===== src/rtl/control_sequencer_if.sv =====
// control_sequencer_if: instruction/memory handshake and datapath control bundle for control_sequencer.
interface control_sequencer_if #(
   parameter int INSTR_W = 16,
   parameter int BEAT_W  = 3
);
   logic [INSTR_W-1:0] instruction;
   logic               mem_ready;
   logic               mem_req;
   logic               mem_we;
   logic [4:0]         state;
   logic [BEAT_W-1:0]  beat;
   logic               retire;
   logic               halted;
   modport master (input instruction, mem_ready, output mem_req, mem_we, state, beat, retire, halted);
   modport slave  (output instruction, mem_ready, input mem_req, mem_we, state, beat, retire, halted);
endinterface


===== src/rtl/control_sequencer.sv =====
// control_sequencer: multi-beat fetch/decode/execute control FSM with memory stalls and retire pulse.
// Opcodes: NOP 00000, MULTIPLY 00100, JUMP 01111, LOAD 10000, STORE 10001, MOVE 10010, HALT 11111;
// src: REGISTER 00, IMMEDIATE 01, MEMORY 10. Define CTRL_TRAP_EN to route illegal opcodes through S_TRAP.
module control_sequencer #(
   parameter int INSTR_W     = 16,
   parameter int FETCH_BEATS = 2,
   parameter int ADDR_BEATS  = 2,
   parameter int BEAT_W      = 3
) (
   input logic clock,
   input logic reset,
   control_sequencer_if.master bus
);
   typedef enum logic [4:0] {
      S_RESET, S_FETCH, S_DECODE, S_ALU_REG, S_ALU_IMM, S_FETCH_IMM, S_STORE_RESULT, S_COPY_REG,
      S_FETCH_ADDR, S_MEM_READ, S_MEM_WRITE, S_MOVE_READ, S_FETCH_ADDR2, S_MOVE_WRITE, S_JUMP_ADDR,
      S_EXEC_JUMP, S_HALT, S_TRAP
   } state_t;
   localparam logic [4:0] OP_NOP = 5'b00000, OP_MUL = 5'b00100, OP_JUMP = 5'b01111, OP_LOAD = 5'b10000,
                          OP_STORE = 5'b10001, OP_MOVE = 5'b10010, OP_HALT = 5'b11111;
   localparam logic [1:0] SRC_REG = 2'b00, SRC_IMM = 2'b01, SRC_MEM = 2'b10;
`ifdef CTRL_TRAP_EN
   localparam state_t S_ILLEGAL = S_TRAP;
`else
   localparam state_t S_ILLEGAL = S_HALT;
`endif
   state_t state, ns;
   logic [BEAT_W-1:0] beat, nb;
   logic retire, nret;
   logic [4:0] op;
   logic [1:0] src;
   logic mem, last, done;
   int lim;
   logic unused;
   assign unused = ^bus.instruction[INSTR_W-8:0];
   assign op  = bus.instruction[INSTR_W-1 -: 5];
   assign src = bus.instruction[INSTR_W-6 -: 2];
   always_comb begin
      mem = state inside {S_FETCH, S_FETCH_IMM, S_FETCH_ADDR, S_FETCH_ADDR2, S_JUMP_ADDR, S_MEM_READ,
                          S_MEM_WRITE, S_MOVE_READ, S_MOVE_WRITE, S_STORE_RESULT};
      lim = state == S_FETCH ? FETCH_BEATS :
            state == S_STORE_RESULT ? (op == OP_MUL ? 2 : 1) :
            state inside {S_FETCH_IMM, S_FETCH_ADDR, S_FETCH_ADDR2, S_JUMP_ADDR} ? ADDR_BEATS : 1;
      last = beat == BEAT_W'(lim - 1);
      done = (!mem || bus.mem_ready) && last;
      nb = (!mem || bus.mem_ready) ? (last ? '0 : beat + 1'b1) : beat;
      ns = state;
      case (state)
         S_RESET: ns = S_FETCH;
         S_FETCH: if (done) ns = S_DECODE;
         S_DECODE:
            if (op == OP_NOP) ns = S_FETCH;
            else if (op == OP_JUMP) ns = S_JUMP_ADDR;
            else if (!op[4] && op != 5'b01101 && op != 5'b01110) ns = src == SRC_REG ? S_ALU_REG : S_FETCH_IMM;
            else if (op == OP_LOAD)
               ns = src == SRC_REG ? S_COPY_REG : src == SRC_IMM ? S_FETCH_IMM : src == SRC_MEM ? S_FETCH_ADDR : S_ILLEGAL;
            else if (op == OP_STORE || op == OP_MOVE) ns = S_FETCH_ADDR;
            else if (op == OP_HALT) ns = S_HALT;
            else ns = S_ILLEGAL;
         S_FETCH_IMM: if (done) ns = op == OP_LOAD ? S_FETCH : S_ALU_IMM;
         S_ALU_REG, S_ALU_IMM: ns = S_STORE_RESULT;
         S_FETCH_ADDR: if (done) ns = op == OP_LOAD ? S_MEM_READ : op == OP_STORE ? S_MEM_WRITE : S_MOVE_READ;
         S_MOVE_READ: if (done) ns = S_FETCH_ADDR2;
         S_FETCH_ADDR2: if (done) ns = S_MOVE_WRITE;
         S_JUMP_ADDR: if (done) ns = S_EXEC_JUMP;
         S_COPY_REG, S_EXEC_JUMP: ns = S_FETCH;
         S_MEM_READ, S_MEM_WRITE, S_MOVE_WRITE, S_STORE_RESULT: if (done) ns = S_FETCH;
         S_TRAP: ns = S_JUMP_ADDR;
         default: ns = state;
      endcase
      // Every entry into FETCH other than from reset completes an instruction.
      nret = ns == S_FETCH && state != S_RESET && state != S_FETCH;
   end
   always_ff @(posedge clock) begin
      if (reset) begin
         state  <= S_RESET;
         beat   <= '0;
         retire <= 1'b0;
      end else begin
         state  <= ns;
         beat   <= nb;
         retire <= nret;
      end
   end
   assign bus.state   = state;
   assign bus.beat    = beat;
   assign bus.retire  = retire;
   assign bus.halted  = state == S_HALT;
   assign bus.mem_req = mem;
   assign bus.mem_we  = state inside {S_MEM_WRITE, S_MOVE_WRITE, S_STORE_RESULT};
endmodule

===== src/flat_wrapper.sv =====
// flat-port wrapper written by rule: the top's interface ports become plain ports
module control_sequencer_flat 
#(
   parameter int INSTR_W     = 16,
   parameter int FETCH_BEATS = 2,
   parameter int ADDR_BEATS  = 2,
   parameter int BEAT_W      = 3
)
  (clock, reset, bus_instruction, bus_mem_ready, bus_mem_req, bus_mem_we, bus_state, bus_beat, bus_retire, bus_halted);
  control_sequencer_if #(.INSTR_W(INSTR_W), .BEAT_W(BEAT_W)) bus_i ();
  input logic clock;
  input logic reset;
  input wire logic [$bits(bus_i.instruction)-1:0] bus_instruction;
  input wire logic [$bits(bus_i.mem_ready)-1:0] bus_mem_ready;
  output wire logic [$bits(bus_i.mem_req)-1:0] bus_mem_req;
  output wire logic [$bits(bus_i.mem_we)-1:0] bus_mem_we;
  output wire logic [$bits(bus_i.state)-1:0] bus_state;
  output wire logic [$bits(bus_i.beat)-1:0] bus_beat;
  output wire logic [$bits(bus_i.retire)-1:0] bus_retire;
  output wire logic [$bits(bus_i.halted)-1:0] bus_halted;
  assign bus_i.instruction = bus_instruction;
  assign bus_i.mem_ready = bus_mem_ready;
  assign bus_mem_req = bus_i.mem_req;
  assign bus_mem_we = bus_i.mem_we;
  assign bus_state = bus_i.state;
  assign bus_beat = bus_i.beat;
  assign bus_retire = bus_i.retire;
  assign bus_halted = bus_i.halted;
  control_sequencer #(.INSTR_W(INSTR_W), .FETCH_BEATS(FETCH_BEATS), .ADDR_BEATS(ADDR_BEATS), .BEAT_W(BEAT_W)) u_core (.clock(clock), .reset(reset), .bus(bus_i));
endmodule

===== config.mk =====
export PLATFORM = sky130hd
export DESIGN_NAME = control_sequencer_flat
export DESIGN_NICKNAME = d
export VERILOG_FILES = /design/src/rtl/control_sequencer_if.sv /design/src/rtl/control_sequencer.sv /design/src/flat_wrapper.sv
export SDC_FILE = /design/constraint.sdc
export NUM_CORES = 1
export LEC_CHECK = 0
export CORE_MARGIN = 8
export CORE_UTILIZATION = 43
export DETAILED_ROUTE_END_ITERATION = 10
export GPL_TIMING_DRIVEN = 0
export PLACE_DENSITY = 0.79
export SYNTH_ARGS = -nofsm -noshare
export SYNTH_HDL_FRONTEND = slang
export SYNTH_SLANG_ARGS = --single-unit
export TNS_END_PERCENT = 30

===== constraint.sdc =====
create_clock -name clock -period 2.2 [get_ports clock]
set_input_delay 0.66 -clock clock [delete_from_list [all_inputs] [get_ports clock]]
set_output_delay 0.66 -clock clock [all_outputs]
set_load 0.01 [all_outputs]

==> reports/qor.yml <==
status: "finished with violations"
violations: "setup timing"
htree_levels: 1
max_stage_delay_ns: 0.34
die-area_um2: 4420
async_reset_ff_frac: 0
dr.first_iter.drc_count: 82
worstPathMaxFanout: 5
maxSlewHeadroom: 0.638
synth_area_um2: 1090
worstPathRequired_ns: 2.35
initial_utilization: 0.446
p_clk_frac: 0.068
p_leak_nw: 0.579
n_antenna_cell: 0
die_width_um: 66.5
vdd_drop_max_uv: 718
grt_pass1_vias: 1261
fin_crit_sh: 1.00
cts_sinks: 9
grt_pass1_wl_um: 5530
dr.pass1.iters: 4
synth_edf_count: 0
synth_top_family_by_area: "compound AO/OA/AOI/OAI gates"
slew_viol_final: 0
synth-simple-area-share: 0.304
drcViolationCount: 0
finalNonFillerCells: 213
reg2reg_slack_ns: 0.04
gp_congestion: 0.921
worstPathCellList: "buf_12 -> nor3_4 -> nand4_1 -> a21oi_2 -> mux2_4 -> or3_4 -> a22oi_2 -> and4b_1"
powerDensity_nw_per_um2: 1200
ys.flop_type: "dfxtp_1"
p_sw_frac: 0.465
cts.clk_slew.worst_paths_ns: 0.06
wl_per_cell_um: 15.3
path_class: "input port to flop"
vias: 1309
finalHoldViolCount: 0
die_y_um: 66.5
synth-seq-cells: 9
vias_per_cell: 6.15
wirelength_um: 3270
worst_setup_path_end_kind: "flop"
syn_nets: 174
num_rows: 18
yosysSeqAreaShare: 0.165
synthAdderAreaFrac: 0.0114
tritoncts: "done"
drv_cap: 0
slowest_stage: "or3_4"
syn_inst: 154
cts_buffer_depth: 2
hpwl_um: 2420
seqPwrFrac: 0.159
antenna_found_initial: 0
synth-xor-area-share: 0.0320
worst_pin_slew_ns: 0.538
start_kind: "input port"
grt_overflow: 0
grtUsageTotal: 0.150
finClkSkew_ns: 0.00799
synthTopCellsByArea: "dfxtp_1, a21oi_1, nor3_1"
cts_buffers: 3
dp.cells: 201
setup_slack_ns: -0.00626
rsz0062_at_grt: "true"
fin_nets: 204
max_freq_mhz: 453
synthTopCellsByCount: "a21oi_1, nand2_1, nor2_1, nor3_1, dfxtp_1"
setup_viol_count_final: 1
port_buffers: 17
worst_hold_slack_ns: 0.592
yosysWarnings: 0
synthMuxAreaShare: 0.0503
synth_compound_gate_area_share: 0.334
drtAntennaViolNets: 0
layout-drive-gt1-share: 0.284
clockRootBuffer: "clkbuf_4"
p_comb_frac: 0.773
synth_top_area_share: 0.165
worstHoldPathType: "flop to flop"
synthToLayoutAreaGrowth_pct: 35.3
ios: 31
period_minus_slack_ns: 2.21
critical_path_arrival_ns: 2.35
p_int_uw: 949
coreArea_um2: 2450
netSwitchingPower_uw: 824
syn_area_per_cell_um2: 7.11
grt_max_degree: 11
synth.distinct_cells: 54
worstSkewPairLatency_ns: 0.25
synth_top_area_cell: "dfxtp_1"
## through the flow
step,setup WS (ns),TNS [ns],power [mW],utilization,instance area (um^2)
finish,-0.00626,-0.00626,1.77,0.603,1480
floorplan,-0.0926,-0.0926,1.11,-,1100
global route,-0.0485,-0.0896,1.93,0.603,1480
detailed placement,-0.740,-4.28,1.43,0.535,1310
CTS,-0.0608,-0.0880,1.66,0.573,1410
global placement,-0.738,-4.04,1.41,0.535,1310
## registers in the layout (all words and copies together) (netlist names)
signal / cells
u_core.bus.beat: 3
u_core.bus.retire: 1
u_core.bus.state: 5
## power groups by stage
stage	clock network (mW)	registers (mW)	logic [mW]
floorplan	0	0.271	0.840
global placement	0	0.259	1.15
detailed placement	0	0.262	1.16
CTS	0.126	0.275	1.25
global route	0.140	0.291	1.50
finish	0.121	0.282	1.37
## logic make-up after synthesis
kind of cell / count (synthesis)
AND/OR/NAND/NOR: 61
AO/OA/AOI/OAI: 52
buffers and inverters: 22
flip-flops: 9
multiplexers: 5
XOR/XNOR: 4
adder cells (fa/ha/maj): 1
## area by class of cell
| class | instances | area, um^2 |
|---|---|---|
| plain buffers | 12 | 118 |
| inverters | 9 | 37.5 |
| clock buffers | 4 | 26.3 |
| fillers | 239 | 973 |
| repair buffers | 26 | 220 |
| multi-input cells | 123 | 851 |
| well taps | 30 | 37.5 |
| flip-flops and latches | 9 | 191 |
## worst paths after layout
| kind | start | to | cells past startpoint |
|---|---|---|---|
| worst max-delay path | bus_instruction[11] | u_core.bus.retire | 8 |
| worst min-delay path | u_core.bus.beat[1] | u_core.bus.beat[1] | 2 |
| worst max register to register | u_core.bus.state[0] | u_core.bus.retire | 9 |
| worst min register to register | u_core.bus.beat[1] | u_core.bus.beat[1] | 2 |
## layer usage
layer,vias up,routed length [um],GRT usage
met4,0,9,0.0347
met3,2,189,0.0419
li1,633,-,-
met2,45,1740,0.255
met5,-,0,0
met1,629,1330,0.182
## cells in the final DEF, fill, tap and decap left out, types with 3 or more instances in the layout
master	instances
dfxtp_2	3
a31oi_1	5
dfxtp_1	4
buf_4	9
nand2_1	11
nand3_1	3
a21oi_1	12
nor2_1	8
mux2i_1	4
or3_1	3
buf_6	3
inv_1	6
o31ai_1	3
clkbuf_4	5
clkdlybuf4s50_1	12
o21ai_0	7
buf_2	5
nor3_1	11
nand2b_1	4
nor2b_1	3
## worst max-delay path, delay by kind of cell
| family | cells | cell delay, ns |
|---|---|---|
| buffers and inverters | 1 | 0.11 |
| muxes | 1 | 0.32 |
| AOI/OAI and AO/OA | 2 | 0.38 |
| and+or+nand+nor | 4 | 0.88 |
## what timing repair did
item / CTS / global route
resized for setup: 27 / 21
setup buffers: 4 / 5
pin swaps: 1 / 6
hold buffers: 0 / 0
endpoints found under the setup margin: 8 / 7
Power figures use the tool's default switching activity.
